`config.mk`:
```
export PLATFORM = sky130hd
export DESIGN_NAME = icebus_tx_scheduler
export DESIGN_NICKNAME = d
export VERILOG_FILES = /design/src/rtl/icebus_pkg.sv /design/src/rtl/icebus_tick_gen.sv /design/src/rtl/icebus_tx_scheduler.sv
export SDC_FILE = /design/constraint.sdc
export NUM_CORES = 1
export LEC_CHECK = 0
export BUFFER_PORTS_ARGS = -buffer_cell sky130_fd_sc_hd__clkbuf_2
export CAP_MARGIN = 20
export CELL_PAD_IN_SITES_DETAIL_PLACEMENT = 1
export CELL_PAD_IN_SITES_GLOBAL_PLACEMENT = 1
export CORE_UTILIZATION = 40
export DETAILED_ROUTE_END_ITERATION = 16
export GPL_TIMING_DRIVEN = 0
export PLACE_DENSITY_LB_ADDON = 0.1
export SYNTH_ARGS = -nofsm -noshare
export SYNTH_HDL_FRONTEND = slang
export SYNTH_SLANG_ARGS = --single-unit
```
`constraint.sdc`:
```
create_clock -name clk -period 6.8 [get_ports clk]
set_input_delay 0.34 -clock clk [delete_from_list [all_inputs] [get_ports clk]]
set_output_delay 0.34 -clock clk [all_outputs]
set_load 0.02 [all_outputs]
```
`src/rtl/icebus_pkg.sv`:
```
// icebus_pkg: shared types and widths for the iCEboard UART transmit scheduler
package icebus_pkg;
  localparam int MOTOR_IDX_W = 8;
  typedef enum logic [1:0] {FT_SETPOINT = 2'd0, FT_CONFIG = 2'd1} frame_type_e;
  typedef enum logic [1:0] {IDLE, ISSUE, WAIT_TX, WAIT_ACK} sched_state_e;
endpackage

```
`src/rtl/icebus_tick_gen.sv`:
```
// icebus_tick_gen: phase accumulator raising one tick per 1/rate seconds
//   clk, reset_n : clock, async active-low reset
//   i_rate       : ticks per second, 0 = never, >= CLOCK_FREQ_HZ = every cycle
//   o_tick       : combinational tick for the current cycle
module icebus_tick_gen #(
  parameter int CLOCK_FREQ_HZ = 50_000_000
) (
  input  logic        clk,
  input  logic        reset_n,
  input  logic [31:0] i_rate,
  output logic        o_tick
);
  logic [31:0] r_acc;
  logic [32:0] w_sum;
  logic        w_clamp;
  assign w_sum   = {1'b0, r_acc} + {1'b0, i_rate};
  assign w_clamp = {1'b0, i_rate} >= 33'(CLOCK_FREQ_HZ);
  assign o_tick  = w_clamp || (w_sum >= 33'(CLOCK_FREQ_HZ));
  // a clamped rate ticks every cycle and leaves the phase untouched
  always_ff @(posedge clk or negedge reset_n)
    if (!reset_n) r_acc <= '0;
    else if (!w_clamp) r_acc <= o_tick ? 32'(w_sum - 33'(CLOCK_FREQ_HZ)) : w_sum[31:0];
endmodule

```
`src/rtl/icebus_tx_scheduler.sv`:
```
// icebus_tx_scheduler: round-robin sequencing of SETPOINT/CONFIG frames to all motors
//   clk, reset_n               : clock, async active-low reset
//   enable, update_frequency_Hz: scheduler enable, sweep rate
//   cfg_dirty_set              : per-motor request for a CONFIG frame
//   req_valid/type/motor/ready : frame request handshake to the framer
//   tx_done, rx_ack_*          : framer completion and motor reply
//   fail_pulse/motor           : transaction abandoned after all retries
//   sweep_overrun, busy        : sweep tick hit a pending sweep, activity flag
module icebus_tx_scheduler
  import icebus_pkg::*;
#(
  parameter int NUMBER_OF_MOTORS = 8,
  parameter int CLOCK_FREQ_HZ    = 50_000_000,
  parameter int TIMEOUT_CYCLES   = 5000,
  parameter int MAX_RETRIES      = 2
) (
  input  logic                        clk,
  input  logic                        reset_n,
  input  logic                        enable,
  input  logic [31:0]                 update_frequency_Hz,
  input  logic [NUMBER_OF_MOTORS-1:0] cfg_dirty_set,
  output logic                        req_valid,
  output logic [1:0]                  req_type,
  output logic [MOTOR_IDX_W-1:0]      req_motor,
  input  logic                        req_ready,
  input  logic                        tx_done,
  input  logic                        rx_ack_valid,
  input  logic [MOTOR_IDX_W-1:0]      rx_ack_motor,
  input  logic                        rx_crc_ok,
  output logic                        fail_pulse,
  output logic [MOTOR_IDX_W-1:0]      fail_motor,
  output logic                        sweep_overrun,
  output logic                        busy
);
  localparam int N = NUMBER_OF_MOTORS;
  sched_state_e           r_state, w_next;
  frame_type_e            r_type;
  logic [N-1:0]           r_pending, r_dirty, w_onehot, w_clr_pend, w_clr_dirty, w_pick_sh;
  logic [MOTOR_IDX_W-1:0] r_rr, r_motor, r_fail_motor, w_pick, w_rr_next;
  logic [31:0]            r_timer;
  logic [7:0]             r_retry;
  logic                   r_fail, r_overrun, w_tick, w_match, w_timeout;
  logic                   w_start, w_success, w_retry, w_fail;

  // first set bit of mask at or after ptr, wrapping N-1 -> 0
  function automatic logic [MOTOR_IDX_W-1:0] rr_first(input logic [N-1:0] mask,
                                                      input logic [MOTOR_IDX_W-1:0] ptr);
    logic [MOTOR_IDX_W-1:0] j;
    logic [N-1:0]           s;
    rr_first = ptr;
    for (int k = N - 1; k >= 0; k--) begin
      j = MOTOR_IDX_W'((int'(ptr) + k) % N);
      s = mask >> j;
      if (s[0]) rr_first = j;
    end
  endfunction

  icebus_tick_gen #(.CLOCK_FREQ_HZ(CLOCK_FREQ_HZ)) u_tick (
    .clk    (clk),
    .reset_n(reset_n),
    .i_rate (update_frequency_Hz),
    .o_tick (w_tick)
  );

  assign w_pick      = rr_first(r_pending | r_dirty, r_rr);
  assign w_pick_sh   = r_dirty >> w_pick;
  assign w_onehot    = N'(1) << r_motor;
  assign w_rr_next   = (r_motor == MOTOR_IDX_W'(N - 1)) ? '0 : r_motor + 1'b1;
  assign w_match     = rx_ack_valid && (rx_ack_motor == r_motor);
  assign w_timeout   = r_timer == 32'(TIMEOUT_CYCLES - 1);
  // a CONFIG success leaves pending set so the SETPOINT follows later
  assign w_clr_pend  = ((w_success && r_type == FT_SETPOINT) || w_fail) ? w_onehot : '0;
  assign w_clr_dirty = (w_success && r_type == FT_CONFIG) ? w_onehot : '0;
  assign req_valid     = r_state == ISSUE;
  assign req_type      = r_type;
  assign req_motor     = r_motor;
  assign fail_pulse    = r_fail;
  assign fail_motor    = r_fail_motor;
  assign sweep_overrun = r_overrun;
  assign busy          = (r_state != IDLE) || |(r_pending | r_dirty);

  always_ff @(posedge clk or negedge reset_n)
    if (!reset_n) r_state <= IDLE;
    else r_state <= w_next;

  always_comb begin
    w_next    = r_state;
    w_start   = 1'b0;
    w_success = 1'b0;
    w_retry   = 1'b0;
    w_fail    = 1'b0;
    case (r_state)
      IDLE: if (enable && |(r_pending | r_dirty)) begin
        w_start = 1'b1;
        w_next  = ISSUE;
      end
      ISSUE:   w_next = req_ready ? WAIT_TX : ISSUE;
      WAIT_TX: w_next = tx_done ? WAIT_ACK : WAIT_TX;
      WAIT_ACK: if (w_match && rx_crc_ok) begin
        w_success = 1'b1;
        w_next    = IDLE;
      end else if (w_match || w_timeout) begin
        w_retry = r_retry < 8'(MAX_RETRIES);
        w_fail  = !w_retry;
        w_next  = w_retry ? ISSUE : IDLE;
      end
      default: w_next = IDLE;
    endcase
  end

  always_ff @(posedge clk or negedge reset_n)
    if (!reset_n) begin
      r_pending    <= '0;
      r_dirty      <= '0;
      r_rr         <= '0;
      r_motor      <= '0;
      r_type       <= FT_SETPOINT;
      r_retry      <= '0;
      r_timer      <= '0;
      r_fail       <= 1'b0;
      r_fail_motor <= '0;
      r_overrun    <= 1'b0;
    end else begin
      // a new sweep re-arms every motor, overriding this cycle's completion
      r_pending <= !enable ? '0 : w_tick ? '1 : r_pending & ~w_clr_pend;
      r_dirty   <= (r_dirty & ~w_clr_dirty) | cfg_dirty_set;
      r_overrun <= w_tick && enable && |r_pending;
      r_fail    <= w_fail;
      r_timer   <= (r_state == WAIT_ACK) ? r_timer + 32'd1 : '0;
      if (w_fail) r_fail_motor <= r_motor;
      if (w_start) begin
        r_motor <= w_pick;
        r_type  <= w_pick_sh[0] ? FT_CONFIG : FT_SETPOINT;
        r_retry <= '0;
      end
      if (w_retry) r_retry <= r_retry + 8'd1;
      if (w_success || w_fail) r_rr <= w_rr_next;
    end
endmodule
```
* Word level (Yosys, flattened, before mapping)
Cells that the tools add are included.
W data, S select, Z words.
** Storage, ports and cells
- Logic and storage cells :: 121
- Register bits :: 118
- Output and inout port bits :: 22
- Input bits :: 55
** Cells by class
- Add/subtract/negate cells :: 12
- Shift-type cells :: 10
- Equality and inequality tests :: 9
- Order comparisons :: 3
- Mux-type cells :: 35
- Bitwise logic cells :: 13
- Reductions and logical operators :: 27
** Operators by type and width (number)
- $mux W8 :: 15
- $mux W32 :: 2
- $shr A8 B8 Y1 :: 8
- $add A32 B32 Y33 :: 1
- $ge A33 B26 Y1 const B :: 1
- $add A32 B1 Y32 const B :: 1
- $eq A32 B13 Y1 const B :: 1
- $ge A32 B26 Y1 const B :: 1
- $sub A32 B26 Y32 const B :: 1
- $reduce_or A3 Y1 :: 7
- $add A8 B1 Y8 const B :: 2
- $and A8 B8 Y8 :: 2
- $not A8 Y8 :: 2
- $or A8 B8 Y8 :: 2
- $reduce_or A8 Y1 :: 2
- $mux W1 :: 13
- $add A3 B3 Y3 const B :: 4
- $eq A8 B3 Y1 const B :: 1
- $eq A8 B8 Y1 :: 1
- $lt A8 B2 Y1 const B :: 1
- $mux W2 :: 4
- $pmux W2 S4 :: 1
- $shl A1 B8 Y8 const A :: 1
- $shr A8 B3 Y1 :: 1
- other kinds (13) :: 34

* Logic depth before layout (Yosys ltp)
Gate-level depths: netlist of the first run.
- Depth in word-level cells :: 14
- Depth in mapped cells :: 16
- Mapped depth without buffers :: 13

* Cells and area by module
From an unflattened synthesis of the first run, not the netlist that was laid out.
** Second synthesis, totals
- Cells, all modules :: 1052
- Area total of the unflattened synthesis :: 9150.0 µm²
** Modules (own cells, without submodules)
- icebus_tx_scheduler :: cells each 471, instances 1, sequential area each 2001.9 µm², area an instance 4649.5 µm²
- icebus_tick_gen :: cells each 581, instances 1, sequential area each 800.8 µm², area an instance 4500.6 µm²

* Least setup slack after synthesis of the first run
No wires, ideal clock.
- Path type :: flip-flop to flip-flop
- From :: reg r_rr[0]
- To :: reg r_type[0], in the netlist req_type[0]
- Required time :: 6.667 ns
- Setup time :: 0.133 ns
- Setup slack :: 2.873 ns
- Arrival :: 3.794 ns
- Stages on the path, launching flop included :: 17
- Buffers on the path :: 3
- Cell sequence :: dfrtp_1 > clkbuf_1 > clkbuf_1 > inv_1 > ha_1 > clkbuf_1 > inv_1 > mux4_2 > mux2_2 > o21ai_0 > a21oi_1 > or4_1 > o311ai_1 > mux2i_1 > mux2i_1 > mux2i_1 > o21ai_0
** Between the ends
- Cells in the longest elaborated chain, start to end :: 14
** Ends and longest elaborated chain
- from (decl) :: RTL line icebus_tx_scheduler.sv:39 : logic [MOTOR_IDX_W-1:0] r_rr, r_motor, r_fail_motor, w_pick, w_rr_next;
- from (signal assigned) :: RTL line icebus_tx_scheduler.sv:137 : if (w_success || w_fail) r_rr <= w_rr_next;
- $add A3 B3 Y3 :: RTL line icebus_tx_scheduler.sv:52 : j = MOTOR_IDX_W'((int'(ptr) + k) % N);
- $reduce_or A3 Y1 (no source line)
- $and A1 B1 Y1 (no source line)
- $shr A8 B8 Y1 :: RTL line icebus_tx_scheduler.sv:53 : s = mask >> j;
- $mux W8 (7 in a row) :: RTL line icebus_tx_scheduler.sv:54 : if (s[0]) rr_first = j;
- $mux W8 * :: RTL line icebus_tx_scheduler.sv:54
- $shr A8 B8 Y1 * :: RTL line icebus_tx_scheduler.sv:66 : assign w_pick_sh = r_dirty >> w_pick;
- $mux W1 * :: RTL line icebus_tx_scheduler.sv:133 : r_type <= w_pick_sh[0] ? FT_CONFIG : FT_SETPOINT;
- to (signal assigned) :: RTL line icebus_tx_scheduler.sv:133
- to (decl) :: RTL line icebus_tx_scheduler.sv:37 : frame_type_e r_type;
Mark *: on every way between the ends. The rest lies on a longest branch, timed or not.
A chain may end at the register's enable or synchronous reset.

* Worst setup path in the final report of the first run
Ends and elaborated chain as after synthesis.

==> results of run 1 <==
==> through the flow <==
stage	total power, mW	cells	worst slack, ns	util (%)	area [um2]
6_report	3.04	1397	2.12	46.0	9710
5_1_grt	3.28	1397	1.67	46.0	9710
4_1_cts	3.05	1396	2.06	46.0	9710
3_5_place_dp	2.45	1379	2.04	44.5	9380
3_3_place_gp	2.41	1378	2.09	44.3	9340
2_1_floorplan	2.03	1028	2.87	-	8620
==> cell type report <==
| cell class | instances | area, um2 | share of cell area [%] |
|---|---|---|---|
| Multi-Input combinational cell | 844 | 5520 | 56.9 |
| Buffer | 53 | 225 | 2.32 |
| Timing Repair Buffer | 78 | 427 | 4.39 |
| Clock buffer | 11 | 243 | 2.50 |
| Tap cell | 275 | 344 | 3.54 |
| Clock inverter | 5 | 75.1 | 0.773 |
| Inverter | 19 | 71.3 | 0.734 |
| Sequential cell | 112 | 2800 | 28.9 |
==> state kept, by name (all words and copies together), names as in the netlist, named ones only <==
signal and count:
fail_motor 8, fail_pulse 1, r_dirty 8, r_pending 8, r_retry 8, r_rr 3, r_state 1, r_timer 32
req_motor 8, req_type 1, sweep_overrun 1, u_tick.r_acc 32
==> cells by family after synthesis <==
| kind of cell | Yosys count | synth area share (%) |
|---|---|---|
| AOI/OAI and AO/OA | 273 | 20.9 |
| xor gates and xnor gates | 57 | 5.79 |
| adders and majority gates | 39 | 5.75 |
| buffers and inverters | 72 | 3.44 |
| DFF | 112 | 32.5 |
| muxes | 41 | 6.05 |
| other | 1 | 0.0435 |
| and+or+nand+nor | 433 | 25.5 |
==> layout by cell type, fill, tap and decap left out, types with 7 or more instances in the layout <==
cell	n
dfrtp_1	112
nand2_1	107
nor2_1	107
clkbuf_2	75
o21ai_0	72
a21oi_1	55
clkbuf_1	46
nand3_1	43
ha_1	38
xor2_1	30
xnor2_1	27
nand4_1	25
nor3_1	24
nand2b_1	22
nor4_1	19
a31oi_1	19
mux2_2	19
inv_1	18
or3_1	17
and3_1	17
mux2i_1	15
a21o_1	13
and2_1	11
o21a_1	10
o31ai_1	10
o211ai_1	10
a21boi_0	9
clkbuf_16	9
or4_1	8
a211oi_1	8
mux4_2	7
==> power by group through the flow <==
stage                     clock [mW]  sequential, mW  combinational (mW)
final                          0.584           0.863                1.59
after global placement             0           0.871                1.54
after global routing           0.619           0.875                1.79
after CTS                      0.600           0.860                1.58
after detailed placement           0           0.869                1.58
after floorplan                    0           0.828                1.21
==> metal layers <==
layer	up-vias	share of wire [%]	GRT usage, %
met3	30	2.7	3.06
met5	-	0	0
met4	0	1.8	6.99
met1	4119	49	34.5
met2	120	47	40.7
li1	3969	-	-
==> worst min path at each step <==
stage	slack, ns	endpoint	start	cells after the start
after floorplan	0.04	async pin	reset_n	0
after global placement	0.47	u_tick.r_acc[3]	u_tick.r_acc[3]	2
after detailed placement	0.25	r_timer[28]	reset_n	1
after CTS	0.16	r_dirty[7]	cfg_dirty_set[7]	2
after global routing	0.17	r_dirty[7]	cfg_dirty_set[7]	2
final	0.17	r_dirty[7]	cfg_dirty_set[7]	2
==> critical path, cell delays in order (launching register included) <==
cell      delay, ns
dfrtp_1        0.35
clkbuf_1       0.29
clkbuf_1       0.41
inv_1          0.21
ha_1           0.33
clkbuf_1       0.32
inv_1          0.17
mux4_2         0.44
mux2_2         0.20
o21ai_0        0.09
a21oi_1        0.20
nor2_1         0.07
o311ai_1       0.84
mux2i_1        0.28
mux2i_1        0.09
mux2i_1        0.17
o21ai_0        0.09
==> results.md, run 1 <==
* Worst slew margin relative to its limit at 30.5%
* Post-layout min period at approximately 4.7 ns
* Hold Path Class: in2reg
* Design internal power at 1.66 mW
* Most frequent cells after synthesis: dfrtp_1 (112), nand2_1 (107), nor2_1 (107), o21ai_0 (72), a21oi_1 (55)
* Top-count cell post-synth: dfrtp_1
* First-pass GRT wire length at 43600 um
* I/O pin cnt at 77
* Setup TNS at 0 ns
* Detailed-route via count at 8238
* Pre-Repair DR Iteration Count at 5
* Clock transition at the registers of the reported paths at approximately 0.08 ns
* Die W at 149 um
* FF-to-FF setup slack at 2.12 ns
* Iteration-0 DRC Markers at 317
* DPL Wire Length at 20800 um
* Largest net degree at the start of global routing at between 80 and 90
* Resize count post-CTS at 0
* Final Hold Vio Count at 0
* Synthesized area per cell at 8.39 um2
* Register bit total from synthesis at 112
* Setup violators final at 0
* WHS at roughly 0.17 ns
* Net Count, Synth at 1122
* Crit-path max FO at 10
* Final period utilization at 68.9%
* Clock power share at 19.2%
* Seq pwr share at around 28%
* Pwr Density at 313 mW/mm2
* Power share of the combinational group at 52.4%
* Area growth from synthesis to layout at 12.6%
* Total Nets Final at 1211
* CP Capture Type: flop
* Post-synth EDFFs at 0
* CTS HTree Levels at 3
* Core ar. at around 0.021 mm2
* ANT cells at 0
* Total Routing Usage GR at ~25%
* CTS tree: done
* PortBufs at 75
* Ys flop type: dfrtp_1
* Required @ worst endpoint at approximately 7 ns
* CTS Sinks at 112
* Worst Tran Pin Value at 1.03 ns
* Synth top area share at 32.5%
* Global placement routability congestion at 0.839
* Number of global-route vias before repair at 8210
* FILL cells at approximately 2600
* Row count at 53
* Mapped Cells at between 1000 and 1500
* Fmax at roughly 210 MHz
* Max VDD drop at around 0.15 mV
* Lkg Pwr at 4.25 nW
* Maximum Capacitance Violations at 0
* Final WL at 26300 um
* Crit path capture: req_type[0]
* Root Driver: clkbuf_16
* Worst reg2reg path startpoint: r_rr[0]
* Asr flop ratio synth at 100%
* Layout Skew at 0.00981 ns
* Synthesized area at 0.00862 mm2
* Initial antenna violation count at 0
* Yosys warns at 0
* Die H at about 150 um
* Clock buffer depth at 2
* Postcts setup bufs at 0
* Sequential area share after synthesis at 32.5%
* CTS Buf Count at 9
* Synth area leader: dfrtp_1
* RR Endpoint: req_type[0]
* Top post-synthesis cells by area: dfrtp_1 (33%), ha_1 (5.5%), nand2_1 (4.7%), nor2_1 (4.7%), o21ai_0 (4.2%)
* P_sw at 1.38 mW
* Sw frac at 45.3%
* Antenna viol nets, final at 0
* Grt ovf at 0
* Share of layout cells above drive strength 1 at 13.5%
* Die area at 0.0221 mm2
* Yosys cell types at 81
* WL/cell at 18.8 um
* WP data arrival at 4.91 ns
* Critical Path Source Type: flop
* Residual DRC at 0
* Post-CTS Hold Fix Bufs at 1
* Worst skew pair latency at between 0.3 and 0.4 ns
* Setup crit start: r_rr[0]
* Status: finished, final reports clean
* Starting Density at 40.9%
* Vias per inst at about 6
* Slew Viols, Final at 0
* CP Class: reg2reg
* RSZ-0062 raised after global routing: no
* R2R cell count at 16
No activity file was read; power rests on OpenSTA's default activity.
==> run 2: changes to the inputs <==
Clock period 6.8 ns to 4.2 ns, I/O delays scaled along.
==> run 2 against run 1 <==
Compared with the run above: highest routed layer unchanged; via count increased by 0.92%; core utilization rose by 3.1 points; sequential cell count unchanged; count of clock-buffer cells in the layout did not move.
==> results.md, run 2 (same netlist as run 1, synthesis figures left out) <==
* CTS HTree Levels at 3
* Status: finished, final reports clean
* Top sig layer: met4
* Slowest CP cell: or4_4
* Worst Tran Pin Value at 0.886 ns
* WL/cell at 19.4 um
* CP Class: reg2reg
* ANT cells at 0
* Fmax at about 240 MHz
* Met2 Wirelength at 13200 um
* Residual DRC at 0
* DPL Wire Length at 20800 um
* Area growth from synthesis to layout at 20.2%
* Metal3 WL at 865 um
* Metal-1 WL at 12800 um
* Die W at 149 um
* Crit-path max FO at 7
* Core ar. at 0.0211 mm2
* Tot Pwr at approximately 5.5 mW
* Layout Skew at 0.00806 ns
* Total Nets Final at 1225
* Worst skew pair latency at 0.36 ns
* Setup violators final at 0
* Power share of the combinational group at a little under three fifths
* Post-layout min period at between 4 and 5 ns
* Pwr Density at 528 mW/mm2
* Share of layout cells above drive strength 1 at 21.2%
* Antenna viol nets, final at 0
* Maximum Capacitance Violations at 0
* Final Hold Vio Count at 0
* Final WL at approximately 27000 um
* Die area at between 0.02 and 0.025 mm2
* Setup ws final at 0.0651 ns
* Cell area after layout at 0.0104 mm2
* First-pass GRT wire length at around 44000 um
* CTS tree: done
* Post-Place Setup Slack at -0.499 ns
* Critical Path Source Type: flop
* Global placement routability congestion at roughly 0.84
* Grt ovf at 0
* Initial antenna violation count at 0
* Starting Density at about two fifths
* Required @ worst endpoint at 4.45 ns
* Iteration-0 DRC Markers at 287
* PortBufs at 75
* Final period utilization at 98.5%
* Largest registers: r_timer (32), u_tick.r_acc (32)
* Critical Path, Cell by Cell: ha_1 -> buf_6 -> and3_1 -> nor2_1 -> a31o_1 -> or4_4 -> nor4_4 -> or4b_4 -> nor4_4 -> a211oi_2 -> o2111a_2 -> buf_6 -> o311a_1 -> a221o_1
* CP Capture Type: flop
* P_sw at approximately 2.5 mW
* Detailed-route via count at about 8300
* Vias per inst at 5.89
* Seq pwr share at 25.7%
* Placed Area at 0.00938 mm2
* Largest delay contributor family on the critical path: simple AND/OR/NAND/NOR gates
* Clock buffer depth at 2
* Root Driver: clkbuf_16
* Row count at 53
* Hold Path Class: in2reg
* Largest net degree at the start of global routing at 87
* Worst path max stage delay at 0.54 ns
* Most common cell after layout, fill and taps aside: dfrtp_1
* CP bufs+invs at 2
* WHS at 0.0405 ns
* Slew Viols, Final at 0
* Clock power share at between 15 and 20%
* Die H at 149 um
* Total Routing Usage GR at 25.2%
* WP data arrival at 4.38 ns
* Most frequent cells in the layout: dfrtp_1 (111), nand2_1 (106), nor2_1 (104)
* Number of global-route vias before repair at 8355
* Worst slew margin relative to its limit at 39.4%
* Design internal power at roughly 3.0 mW
* CTS Sinks at between 100 and 150
* CTS Buf Count at 9
* Max VDD drop at 0.291 mV
* RSZ-0062 raised after global routing: yes
* Setup TNS at 0 ns
* I/O pin cnt at between 70 and 80
* Lkg Pwr at 4.49 nW
* Sw frac at 45.6%
* FILL cells at 2512
* Pre-Repair DR Iteration Count at 4
* Clock transition at the registers of the reported paths at 0.08 ns
[run 2: changes by cell type in the layout (fill, tap and decap cells not counted), sizes merged]
cell	before	now
buf	9	33
clkbuf	132	122
clkinv	3	2
clkinvlp	0	1
[run 2: repair_timing]
item | 4_1_cts | 5_1_grt
setup endpoints to repair | 32 | 34
hold buffers | 1 | 0
cloned | 0 | 0
hold endpoints to repair | 26 | 0
gates resized for setup | 25 | 78
pin swaps | 6 | 27
setup buffers | 16 | 11
[run 2: power by group through the flow]
| stage | registers [mW] | clock network [mW] | logic, mW |
|---|---|---|---|
| 2_1_floorplan | 1.34 | 0 | 1.95 |
| 3_3_place_gp | 1.41 | 0 | 2.49 |
| 3_5_place_dp | 1.41 | 0 | 2.56 |
| 4_1_cts | 1.39 | 0.972 | 2.71 |
| 5_1_grt | 1.43 | 1.00 | 3.42 |
| 6_report | 1.41 | 0.937 | 3.13 |
[run 2: final timing paths]
| kind | from | end | slack (ns) | cells after the start |
|---|---|---|---|---|
| worst max register to register | u_tick.r_acc[6] | u_tick.r_acc[13] | 0.07 | 14 |
| max in group asynchronous | reset_n | r_rr[0] | 3.18 | 3 |
| worst min-delay path | cfg_dirty_set[7] | r_dirty[7] | 0.04 | 2 |
| worst max-delay path | u_tick.r_acc[6] | u_tick.r_acc[13] | 0.07 | 14 |
| min in group asynchronous | reset_n | r_timer[28] | 0.30 | 2 |
| worst min register to register | r_retry[0] | r_retry[0] | 0.48 | 1 |
[run 2: area by class of cell]
class                      instances  area, um2  area share, %
inverter                          19       75.1          0.724
clock buffer                      11        243           2.34
multi-input combinational        844       6000           57.9
buffer                            42        201           1.94
tap                              275        344           3.32
sequential                       112       2810           27.1
timing repair buffer             103        621           5.99
clock inverter                     5       75.1          0.724
[run 2: metrics by stage]
stage                     utilization (%)  std cells
final                                49.2       1411
after global routing                 49.2       1411
after CTS                            47.2       1409
after detailed placement             44.5       1379
after global placement               44.3       1378
after floorplan                         -       1028
[run 2: per-layer routing]
metal  global-route usage [%]  vias to the layer above
met5                        0                        -
met4                     7.50                        0
met3                     2.87                       30
met2                     41.6                      124
met1                     34.6                     4163
li1                         -                     3997
